===== src/rtl/id_ex_stage_pkg.sv =====
// Shared constants for the ID/EX stage: default widths, ALU operation
// encodings and the hardwired zero register index.
package id_ex_stage_pkg;

  localparam int DEFAULT_LEN_DATA  = 32;
  localparam int DEFAULT_NB_REG    = 5;
  localparam int DEFAULT_NB_ALUOP  = 4;
  localparam int DEFAULT_NB_STALLC = 32;

  // Register $0 always reads zero; writes to it are discarded.
  localparam int REG_ZERO = 0;

  typedef enum logic [DEFAULT_NB_ALUOP-1:0] {
    ALU_ADD = 4'd0,
    ALU_SUB = 4'd1,
    ALU_AND = 4'd2,
    ALU_OR  = 4'd3,
    ALU_XOR = 4'd4,
    ALU_NOR = 4'd5,
    ALU_SLT = 4'd6,
    ALU_SLL = 4'd7,
    ALU_SRL = 4'd8,
    ALU_SRA = 4'd9,
    ALU_LUI = 4'd10
  } alu_op_e;

endpackage


===== src/rtl/id_ex_stage_if.sv =====
// Bundle between the decode side (master) and the ID/EX pipeline register
// (slave): decoded instruction fields in, registered EX fields and stall out.
interface id_ex_stage_if
  import id_ex_stage_pkg::*;
#(
  parameter int LEN_DATA  = DEFAULT_LEN_DATA,
  parameter int NB_REG    = DEFAULT_NB_REG,
  parameter int NB_ALUOP  = DEFAULT_NB_ALUOP,
  parameter int NB_STALLC = DEFAULT_NB_STALLC
);

  logic                enable;
  logic                flush;

  logic                id_valid;
  logic [NB_REG-1:0]   id_rs;
  logic [NB_REG-1:0]   id_rt;
  logic [NB_REG-1:0]   id_rd;
  logic [LEN_DATA-1:0] id_rs_data;
  logic [LEN_DATA-1:0] id_rt_data;
  logic [LEN_DATA-1:0] id_imm;
  logic [LEN_DATA-1:0] id_pc_plus4;
  logic                id_reg_write;
  logic                id_mem_read;
  logic                id_mem_write;
  logic                id_mem_to_reg;
  logic                id_alu_src;
  logic                id_reg_dst;
  logic [NB_ALUOP-1:0] id_alu_op;

  logic                ex_valid;
  logic [NB_REG-1:0]   ex_rs;
  logic [NB_REG-1:0]   ex_rt;
  logic [NB_REG-1:0]   ex_rd;
  logic [LEN_DATA-1:0] ex_rs_data;
  logic [LEN_DATA-1:0] ex_rt_data;
  logic [LEN_DATA-1:0] ex_imm;
  logic [LEN_DATA-1:0] ex_pc_plus4;
  logic                ex_reg_write;
  logic                ex_mem_read;
  logic                ex_mem_write;
  logic                ex_mem_to_reg;
  logic                ex_alu_src;
  logic                ex_reg_dst;
  logic [NB_ALUOP-1:0] ex_alu_op;
  logic [NB_REG-1:0]   ex_wr_reg;

  logic                 stall;
  logic [NB_STALLC-1:0] stall_count;

  modport master (
    output enable, flush, id_valid, id_rs, id_rt, id_rd,
           id_rs_data, id_rt_data, id_imm, id_pc_plus4,
           id_reg_write, id_mem_read, id_mem_write, id_mem_to_reg,
           id_alu_src, id_reg_dst, id_alu_op,
    input  ex_valid, ex_rs, ex_rt, ex_rd, ex_rs_data, ex_rt_data,
           ex_imm, ex_pc_plus4, ex_reg_write, ex_mem_read, ex_mem_write,
           ex_mem_to_reg, ex_alu_src, ex_reg_dst, ex_alu_op, ex_wr_reg,
           stall, stall_count
  );

  modport slave (
    input  enable, flush, id_valid, id_rs, id_rt, id_rd,
           id_rs_data, id_rt_data, id_imm, id_pc_plus4,
           id_reg_write, id_mem_read, id_mem_write, id_mem_to_reg,
           id_alu_src, id_reg_dst, id_alu_op,
    output ex_valid, ex_rs, ex_rt, ex_rd, ex_rs_data, ex_rt_data,
           ex_imm, ex_pc_plus4, ex_reg_write, ex_mem_read, ex_mem_write,
           ex_mem_to_reg, ex_alu_src, ex_reg_dst, ex_alu_op, ex_wr_reg,
           stall, stall_count
  );

endinterface


===== src/rtl/id_ex_stage_load_use_detector.sv =====
// Load-use hazard detector: a load sitting in EX whose destination is read
// by the instruction in ID cannot be forwarded in time, so ID must wait.
module load_use_detector
  import id_ex_stage_pkg::*;
#(
  parameter int NB_REG = DEFAULT_NB_REG
) (
  input  logic              ex_valid,
  input  logic              ex_mem_read,
  input  logic [NB_REG-1:0] ex_wr_reg,
  input  logic [NB_REG-1:0] id_rs,
  input  logic [NB_REG-1:0] id_rt,
  input  logic              id_valid,
  input  logic              flush,
  output logic              stall
);

  logic hazard;

  // Hazard term, then gate it: a squashed or empty ID slot needs no stall.
  always_comb begin
    hazard = ex_valid & ex_mem_read & (ex_wr_reg != NB_REG'(REG_ZERO)) &
             ((ex_wr_reg == id_rs) | (ex_wr_reg == id_rt));
    stall  = hazard & id_valid & ~flush;
  end

endmodule


===== src/rtl/id_ex_stage.sv =====
// ID/EX pipeline register with load-use bubble insertion and a saturating
// count of inserted bubbles for the debug unit.
module id_ex_stage
  import id_ex_stage_pkg::*;
#(
  parameter int LEN_DATA  = DEFAULT_LEN_DATA,
  parameter int NB_REG    = DEFAULT_NB_REG,
  parameter int NB_ALUOP  = DEFAULT_NB_ALUOP,
  parameter int NB_STALLC = DEFAULT_NB_STALLC
) (
  input  logic         clk,
  input  logic         rst_n,
  id_ex_stage_if.slave bus
);

  logic                stall;
  logic [NB_REG-1:0]   id_dest;

  logic                nxt_valid;
  logic [NB_REG-1:0]   nxt_rs, nxt_rt, nxt_rd, nxt_wr_reg;
  logic [LEN_DATA-1:0] nxt_rs_data, nxt_rt_data, nxt_imm, nxt_pc_plus4;
  logic                nxt_reg_write, nxt_mem_read, nxt_mem_write;
  logic                nxt_mem_to_reg, nxt_alu_src, nxt_reg_dst;
  logic [NB_ALUOP-1:0] nxt_alu_op;

  logic                ex_valid;
  logic [NB_REG-1:0]   ex_rs, ex_rt, ex_rd, ex_wr_reg;
  logic [LEN_DATA-1:0] ex_rs_data, ex_rt_data, ex_imm, ex_pc_plus4;
  logic                ex_reg_write, ex_mem_read, ex_mem_write;
  logic                ex_mem_to_reg, ex_alu_src, ex_reg_dst;
  logic [NB_ALUOP-1:0] ex_alu_op;

  logic [NB_STALLC-1:0] stall_count;

  load_use_detector #(.NB_REG(NB_REG)) u_load_use_detector (
    .ex_valid    (ex_valid),
    .ex_mem_read (ex_mem_read),
    .ex_wr_reg   (ex_wr_reg),
    .id_rs       (bus.id_rs),
    .id_rt       (bus.id_rt),
    .id_valid    (bus.id_valid),
    .flush       (bus.flush),
    .stall       (stall)
  );

  assign id_dest = bus.id_reg_dst ? bus.id_rd : bus.id_rt;

  // Next EX contents: a bubble (all zero) on flush or stall, otherwise the
  // ID fields, with control bits only for a real instruction and the
  // register write suppressed when the destination is $0.
  always_comb begin
    nxt_valid      = 1'b0;
    nxt_rs         = '0;
    nxt_rt         = '0;
    nxt_rd         = '0;
    nxt_wr_reg     = '0;
    nxt_rs_data    = '0;
    nxt_rt_data    = '0;
    nxt_imm        = '0;
    nxt_pc_plus4   = '0;
    nxt_reg_write  = 1'b0;
    nxt_mem_read   = 1'b0;
    nxt_mem_write  = 1'b0;
    nxt_mem_to_reg = 1'b0;
    nxt_alu_src    = 1'b0;
    nxt_reg_dst    = 1'b0;
    nxt_alu_op     = '0;
    if (!bus.flush && !stall) begin
      nxt_rs       = bus.id_rs;
      nxt_rt       = bus.id_rt;
      nxt_rd       = bus.id_rd;
      nxt_wr_reg   = id_dest;
      nxt_rs_data  = bus.id_rs_data;
      nxt_rt_data  = bus.id_rt_data;
      nxt_imm      = bus.id_imm;
      nxt_pc_plus4 = bus.id_pc_plus4;
      if (bus.id_valid) begin
        nxt_valid      = 1'b1;
        nxt_reg_write  = bus.id_reg_write & (id_dest != NB_REG'(REG_ZERO));
        nxt_mem_read   = bus.id_mem_read;
        nxt_mem_write  = bus.id_mem_write;
        nxt_mem_to_reg = bus.id_mem_to_reg;
        nxt_alu_src    = bus.id_alu_src;
        nxt_reg_dst    = bus.id_reg_dst;
        nxt_alu_op     = bus.id_alu_op;
      end
    end
  end

  // Pipeline register: advances only while the debug unit enables stepping.
  always_ff @(posedge clk or negedge rst_n) begin
    if (!rst_n) begin
      ex_valid      <= 1'b0;
      ex_rs         <= '0;
      ex_rt         <= '0;
      ex_rd         <= '0;
      ex_wr_reg     <= '0;
      ex_rs_data    <= '0;
      ex_rt_data    <= '0;
      ex_imm        <= '0;
      ex_pc_plus4   <= '0;
      ex_reg_write  <= 1'b0;
      ex_mem_read   <= 1'b0;
      ex_mem_write  <= 1'b0;
      ex_mem_to_reg <= 1'b0;
      ex_alu_src    <= 1'b0;
      ex_reg_dst    <= 1'b0;
      ex_alu_op     <= '0;
    end else if (bus.enable) begin
      ex_valid      <= nxt_valid;
      ex_rs         <= nxt_rs;
      ex_rt         <= nxt_rt;
      ex_rd         <= nxt_rd;
      ex_wr_reg     <= nxt_wr_reg;
      ex_rs_data    <= nxt_rs_data;
      ex_rt_data    <= nxt_rt_data;
      ex_imm        <= nxt_imm;
      ex_pc_plus4   <= nxt_pc_plus4;
      ex_reg_write  <= nxt_reg_write;
      ex_mem_read   <= nxt_mem_read;
      ex_mem_write  <= nxt_mem_write;
      ex_mem_to_reg <= nxt_mem_to_reg;
      ex_alu_src    <= nxt_alu_src;
      ex_reg_dst    <= nxt_reg_dst;
      ex_alu_op     <= nxt_alu_op;
    end
  end

  // Count load-use bubbles actually inserted, sticking at all-ones.
  always_ff @(posedge clk or negedge rst_n) begin
    if (!rst_n) begin
      stall_count <= '0;
    end else if (bus.enable && stall && (stall_count != '1)) begin
      stall_count <= stall_count + NB_STALLC'(1);
    end
  end

  assign bus.ex_valid      = ex_valid;
  assign bus.ex_rs         = ex_rs;
  assign bus.ex_rt         = ex_rt;
  assign bus.ex_rd         = ex_rd;
  assign bus.ex_wr_reg     = ex_wr_reg;
  assign bus.ex_rs_data    = ex_rs_data;
  assign bus.ex_rt_data    = ex_rt_data;
  assign bus.ex_imm        = ex_imm;
  assign bus.ex_pc_plus4   = ex_pc_plus4;
  assign bus.ex_reg_write  = ex_reg_write;
  assign bus.ex_mem_read   = ex_mem_read;
  assign bus.ex_mem_write  = ex_mem_write;
  assign bus.ex_mem_to_reg = ex_mem_to_reg;
  assign bus.ex_alu_src    = ex_alu_src;
  assign bus.ex_reg_dst    = ex_reg_dst;
  assign bus.ex_alu_op     = ex_alu_op;
  assign bus.stall         = stall;
  assign bus.stall_count   = stall_count;

endmodule


===== src/flat_wrapper.sv =====
// flat-port wrapper written by rule: the top's interface ports become plain ports
module id_ex_stage_flat import id_ex_stage_pkg::*;
#(
  parameter int LEN_DATA  = DEFAULT_LEN_DATA,
  parameter int NB_REG    = DEFAULT_NB_REG,
  parameter int NB_ALUOP  = DEFAULT_NB_ALUOP,
  parameter int NB_STALLC = DEFAULT_NB_STALLC
)
  (clk, rst_n, bus_enable, bus_flush, bus_id_valid, bus_id_rs, bus_id_rt, bus_id_rd, bus_id_rs_data, bus_id_rt_data, bus_id_imm, bus_id_pc_plus4, bus_id_reg_write, bus_id_mem_read, bus_id_mem_write, bus_id_mem_to_reg, bus_id_alu_src, bus_id_reg_dst, bus_id_alu_op, bus_ex_valid, bus_ex_rs, bus_ex_rt, bus_ex_rd, bus_ex_rs_data, bus_ex_rt_data, bus_ex_imm, bus_ex_pc_plus4, bus_ex_reg_write, bus_ex_mem_read, bus_ex_mem_write, bus_ex_mem_to_reg, bus_ex_alu_src, bus_ex_reg_dst, bus_ex_alu_op, bus_ex_wr_reg, bus_stall, bus_stall_count);
  id_ex_stage_if #(.LEN_DATA(LEN_DATA), .NB_REG(NB_REG), .NB_ALUOP(NB_ALUOP), .NB_STALLC(NB_STALLC)) bus_i ();
  input  logic clk;
  input  logic rst_n;
  input wire logic [$bits(bus_i.enable)-1:0] bus_enable;
  input wire logic [$bits(bus_i.flush)-1:0] bus_flush;
  input wire logic [$bits(bus_i.id_valid)-1:0] bus_id_valid;
  input wire logic [$bits(bus_i.id_rs)-1:0] bus_id_rs;
  input wire logic [$bits(bus_i.id_rt)-1:0] bus_id_rt;
  input wire logic [$bits(bus_i.id_rd)-1:0] bus_id_rd;
  input wire logic [$bits(bus_i.id_rs_data)-1:0] bus_id_rs_data;
  input wire logic [$bits(bus_i.id_rt_data)-1:0] bus_id_rt_data;
  input wire logic [$bits(bus_i.id_imm)-1:0] bus_id_imm;
  input wire logic [$bits(bus_i.id_pc_plus4)-1:0] bus_id_pc_plus4;
  input wire logic [$bits(bus_i.id_reg_write)-1:0] bus_id_reg_write;
  input wire logic [$bits(bus_i.id_mem_read)-1:0] bus_id_mem_read;
  input wire logic [$bits(bus_i.id_mem_write)-1:0] bus_id_mem_write;
  input wire logic [$bits(bus_i.id_mem_to_reg)-1:0] bus_id_mem_to_reg;
  input wire logic [$bits(bus_i.id_alu_src)-1:0] bus_id_alu_src;
  input wire logic [$bits(bus_i.id_reg_dst)-1:0] bus_id_reg_dst;
  input wire logic [$bits(bus_i.id_alu_op)-1:0] bus_id_alu_op;
  output wire logic [$bits(bus_i.ex_valid)-1:0] bus_ex_valid;
  output wire logic [$bits(bus_i.ex_rs)-1:0] bus_ex_rs;
  output wire logic [$bits(bus_i.ex_rt)-1:0] bus_ex_rt;
  output wire logic [$bits(bus_i.ex_rd)-1:0] bus_ex_rd;
  output wire logic [$bits(bus_i.ex_rs_data)-1:0] bus_ex_rs_data;
  output wire logic [$bits(bus_i.ex_rt_data)-1:0] bus_ex_rt_data;
  output wire logic [$bits(bus_i.ex_imm)-1:0] bus_ex_imm;
  output wire logic [$bits(bus_i.ex_pc_plus4)-1:0] bus_ex_pc_plus4;
  output wire logic [$bits(bus_i.ex_reg_write)-1:0] bus_ex_reg_write;
  output wire logic [$bits(bus_i.ex_mem_read)-1:0] bus_ex_mem_read;
  output wire logic [$bits(bus_i.ex_mem_write)-1:0] bus_ex_mem_write;
  output wire logic [$bits(bus_i.ex_mem_to_reg)-1:0] bus_ex_mem_to_reg;
  output wire logic [$bits(bus_i.ex_alu_src)-1:0] bus_ex_alu_src;
  output wire logic [$bits(bus_i.ex_reg_dst)-1:0] bus_ex_reg_dst;
  output wire logic [$bits(bus_i.ex_alu_op)-1:0] bus_ex_alu_op;
  output wire logic [$bits(bus_i.ex_wr_reg)-1:0] bus_ex_wr_reg;
  output wire logic [$bits(bus_i.stall)-1:0] bus_stall;
  output wire logic [$bits(bus_i.stall_count)-1:0] bus_stall_count;
  assign bus_i.enable = bus_enable;
  assign bus_i.flush = bus_flush;
  assign bus_i.id_valid = bus_id_valid;
  assign bus_i.id_rs = bus_id_rs;
  assign bus_i.id_rt = bus_id_rt;
  assign bus_i.id_rd = bus_id_rd;
  assign bus_i.id_rs_data = bus_id_rs_data;
  assign bus_i.id_rt_data = bus_id_rt_data;
  assign bus_i.id_imm = bus_id_imm;
  assign bus_i.id_pc_plus4 = bus_id_pc_plus4;
  assign bus_i.id_reg_write = bus_id_reg_write;
  assign bus_i.id_mem_read = bus_id_mem_read;
  assign bus_i.id_mem_write = bus_id_mem_write;
  assign bus_i.id_mem_to_reg = bus_id_mem_to_reg;
  assign bus_i.id_alu_src = bus_id_alu_src;
  assign bus_i.id_reg_dst = bus_id_reg_dst;
  assign bus_i.id_alu_op = bus_id_alu_op;
  assign bus_ex_valid = bus_i.ex_valid;
  assign bus_ex_rs = bus_i.ex_rs;
  assign bus_ex_rt = bus_i.ex_rt;
  assign bus_ex_rd = bus_i.ex_rd;
  assign bus_ex_rs_data = bus_i.ex_rs_data;
  assign bus_ex_rt_data = bus_i.ex_rt_data;
  assign bus_ex_imm = bus_i.ex_imm;
  assign bus_ex_pc_plus4 = bus_i.ex_pc_plus4;
  assign bus_ex_reg_write = bus_i.ex_reg_write;
  assign bus_ex_mem_read = bus_i.ex_mem_read;
  assign bus_ex_mem_write = bus_i.ex_mem_write;
  assign bus_ex_mem_to_reg = bus_i.ex_mem_to_reg;
  assign bus_ex_alu_src = bus_i.ex_alu_src;
  assign bus_ex_reg_dst = bus_i.ex_reg_dst;
  assign bus_ex_alu_op = bus_i.ex_alu_op;
  assign bus_ex_wr_reg = bus_i.ex_wr_reg;
  assign bus_stall = bus_i.stall;
  assign bus_stall_count = bus_i.stall_count;
  id_ex_stage #(.LEN_DATA(LEN_DATA), .NB_REG(NB_REG), .NB_ALUOP(NB_ALUOP), .NB_STALLC(NB_STALLC)) u_core (.clk(clk), .rst_n(rst_n), .bus(bus_i));
endmodule

===== config.mk =====
export PLATFORM = sky130hd
export DESIGN_NAME = id_ex_stage_flat
export DESIGN_NICKNAME = d
export VERILOG_FILES = /design/src/rtl/id_ex_stage_pkg.sv /design/src/rtl/id_ex_stage_if.sv /design/src/rtl/id_ex_stage_load_use_detector.sv /design/src/rtl/id_ex_stage.sv /design/src/flat_wrapper.sv
export SDC_FILE = /design/constraint.sdc
export NUM_CORES = 1
export LEC_CHECK = 0
export CAP_MARGIN = 20
export CORE_MARGIN = 4
export CORE_UTILIZATION = 40
export DETAILED_ROUTE_END_ITERATION = 12
export MAX_ROUTING_LAYER = met4
export PLACE_DENSITY = 0.85
export SYNTH_ARGS = -nofsm -noshare
export SYNTH_HDL_FRONTEND = slang
export SYNTH_HIERARCHICAL = 1
export SYNTH_SLANG_ARGS = --single-unit

===== constraint.sdc =====
create_clock -name clk -period 4.32 [get_ports clk]
set_clock_uncertainty 0.15 [all_clocks]
set_input_delay 0.864 -clock clk [delete_from_list [all_inputs] [get_ports clk]]
set_output_delay 0.864 -clock clk [all_outputs]
set_load 0.01 [all_outputs]

==> summary.md, run 1 <==
| Metric | Value |
|---|---|
| Status | `finished, final reports clean` |
| H-tree levels | `4` |
| DRC errors left | `0` |
| Clock-pin slew on the worst setup and hold paths | `about 0.080 ns` |
| XOR/XNOR Fraction of Synth Area | `about 4.5%` |
| Bufs and invs on worst path | `2` |
| Dpl cells | `about 1,100` |
| TNS Setup | `0 ns` |
| RSZ-0062 raised after global routing | `no` |
| DRT Wirelength | `~22 mm` |
| Core Region | `17,900 µm²` |
| P&R area growth vs syn | `59.8%` |
| Via density | `5.26` |
| Setup violators final | `0` |
| Largest net degree at the start of global routing | `between 100 and 150` |
| Compound-Gate Fraction of Synth Area | `20.9%` |
| Sequential cell area fraction in the yosys report | `between 60% and 70%` |
| Vias in the first global route | `approximately 6,200` |
| Crit path top cell by count | `clkdlybuf4s50_1` |
| PD cells | `around 370 nW/µm²` |
| Share of the synthesized area in the top cell type | `65.7%` |
| Mapped Cells | `roughly 520` |
| Initial antenna violation count | `1` |
| Maximum vdd ir drop | `around 0.24 mV` |
| Slew @ Worst Pin | `about 0.8 ns` |
| Placer Congestion | `0.860` |
| Adder-cell share of the synthesized area | `0.172%` |
| Minimum clock period | `~4.1 ns` |
| Critical Path End Type | `output port` |
| Root buffer cell | `clkbuf_16` |
| Buffers on Ports | `around 350` |
| Die Y | `between 100 and 150 µm` |
| Mux share of post-synthesis cell area | `less than 1%` |
| Crit-path max FO | `5` |
| Antenna-violating nets left | `0` |
| Vias | `slightly below 6,000` |
| CTS resizes | `0` |
| DP HPWL | `about 16 mm` |
| Slew margin rel. | `between 40 and 50%` |
| Global route overflow | `0` |
| Sink Count | `roughly 190` |
| Die Area | `20,400 µm²` |
| Pins Over Slew Limit | `0` |
| Post-CTS Hold Fix Bufs | `0` |
| Syn_area_per_cell | `13.9 µm²` |
| Crit path DAT | `3.07 ns` |
| Layout net count | `just over 1,000` |
| Starting DRT DRC Count | `around 370` |
| Post-Syn Nets | `just under 700` |
| Crit path kind | `in -> out` |
| Routed WL per cell | `approximately 20 µm` |
| Die W | `143 µm` |
| Number of CTS-inserted buffers | `17` |
| #FFs+latches synth | `between 150 and 200` |
| CP peak stage delay | `between 0.6 and 0.7 ns` |
| Crit-path cells | `clkdlybuf4s50_1 > xor2_1 > nor3_1 > nand3_1 > a221oi_2 > clkdlybuf4s50_1` |
| TritonRoute pass-1 iters | `4` |
| Commonest non-fill, non-tap cell in the layout | `clkdlybuf4s50_1` |
| Synth Area in Simple Gates | `between 6 and 7%` |
| I/O pin count | `350` |
| Syn. warnings | `6` |
| Total track usage | `a little over a fifth` |
| Post-CTS Setup Bufs | `0` |
| Maximum capacitance violations | `0` |
| Synth cell types | `39` |
| Slack of the worst reg-to-reg path | `between 1 and 1.5 ns` |
| Area leader, netlist | `dfrtp_1` |
| Share of cells above drive strength 1 | `5.69%` |
| WP data required | `3.31 ns` |
| Crit-path slowest cell | `clkdlybuf4s50_1` |
| Worst-case clock buffer depth | `2` |
| Achievable frequency | `approximately 240 MHz` |
| Global-route wire length before repair | `~34 mm` |
| Top post-synthesis cells by area | `dfrtp_1, a22o_1, xnor2_1` |
| Largest family of logic cells by synthesized area | `compound AO/OA/AOI/OAI gates` |
| Most frequent cells in the layout | `clkdlybuf4s50_1, dfrtp_1, a22o_1, xnor2_1, clkbuf_16` |
| Initial Util | `between 40 and 50%` |
| Final period util | `94.6%` |
| Worst-skew pair later-pin latency | `between 0.4 and 0.5 ns` |
| Family with the most delay on the worst path | `buffers and inverters` |
| CTS tree | `done` |
| Post-Layout Cell Count | `1,108` |
| Startpoint Class | `input pin` |
| Synthesized area | `approximately 7300 µm²` |
| Min-Delay Path Class | `in -> async` |
| Total leakage power | `5.06 nW` |
| Row count | `between 40 and 50` |
| Fin. Hold Viols | `0` |
-- synthesized netlist by cell type --
master and count:
dfrtp_1 191, a22o_1 152, clkbuf_1 34, xnor2_1 26, nand3_1 16, nand2_1 15
nand4_1 11, xor2_1 11, nor3_1 9, a21oi_1 7, nor2_1 6, mux2i_1 5
o2bb2ai_1 5, and2_1 4, and4_1 4, a31oi_1 3, and3_1 3, a2111oi_2 1
a2111oi_4 1, a21o_1 1, a221oi_2 1, a311oi_1 1, a32o_1 1, and3_2 1
and4_4 1, ha_1 1, inv_1 1, inv_2 1, mux2_1 1, nand4b_1 1
nor2b_1 1, nor3_2 1, nor4_1 1, nor4_2 1, o21a_1 1, or2_1 1
or3_1 1, or3b_4 1, or4_1 1
-- where the power goes --
group,total (mW),switching [mW],internal [mW]
combinational,0.677,0.265,0.412
clock,1.60,0.751,0.847
sequential,1.97,0.0742,1.90
-- cells by family (layout without fill, tap and decap cells) --
group | count (synthesis) | after routing
fa+ha+maj | 1 | 1
xor+xnor | 37 | 37
buf+inv | 36 | 390
mux | 6 | 6
compound gates | 174 | 174
other cells | 0 | 1
simple gates | 79 | 79
flops | 191 | 191
-- per-stage QoR --
| step | setup slack [ns] | instance area (µm²) | power (mW) | util, % | hold slack [ns] |
|---|---|---|---|---|---|
| 4_1_cts | 0.254 | 11600 | 4.30 | 65.0 | 0.279 |
| 6_report | 0.235 | 11600 | 4.25 | 65.0 | 0.271 |
| 5_1_grt | 0.132 | 11600 | 4.42 | 65.0 | 0.302 |
| 2_1_floorplan | 1.02 | 7280 | 2.21 | - | 0.369 |
| 3_5_place_dp | 0.182 | 11000 | 2.69 | 61.6 | 0.338 |
| 3_3_place_gp | 0.291 | 11000 | 2.68 | 61.6 | 0.323 |
-- routing by layer --
metal | wire length [µm] | GRT usage, %
met5 | 0 | -
met3 | 1760 | 6.83
met1 | 8930 | 26.9
met4 | 452 | 7.50
met2 | 11100 | 34.8
-- final timing paths --
| path | from | endpoint | cells after the start |
|---|---|---|---|
| hold reg to reg | u_core/bus.stall_count[7] | u_core/bus.stall_count[7] | 1 |
| setup / recovery | bus_id_rt[2] | bus_stall | 6 |
| hold / removal | rst_n | u_core/bus.stall_count[12] | 1 |
| max in group asynchronous | rst_n | u_core/bus.ex_rs_data[27] | 2 |
| setup reg to reg | u_core/bus.ex_wr_reg[2] | u_core/bus.stall_count[25] | 9 |
| min in group clk | u_core/bus.stall_count[7] | u_core/bus.stall_count[7] | 1 |
-- cell type report --
type                    instances  area, µm²
flip-flops and latches        191       4780
clock buffers                  18        439
fillers                      1316       6270
diodes                          1       2.50
inverters                       2       10.0
clock inverters                14        170
well taps                     229        287
repair buffers                356       3570
multi-input cells             297       2370
Note: power is estimated with default switching activity, not from simulation.
==> run 2: changes to the inputs <==
--- a/config.mk
+++ b/config.mk
@@ -9,6 +9,7 @@
 export CORE_MARGIN = 4
 export CORE_UTILIZATION = 40
 export DETAILED_ROUTE_END_ITERATION = 12
+export GPL_ROUTABILITY_DRIVEN = 0
 export MAX_ROUTING_LAYER = met4
 export PLACE_DENSITY = 0.85
 export SYNTH_ARGS = -nofsm -noshare
==> results of run 2 <==
The final DEF is identical to that of run 1; final timing and power are the same.
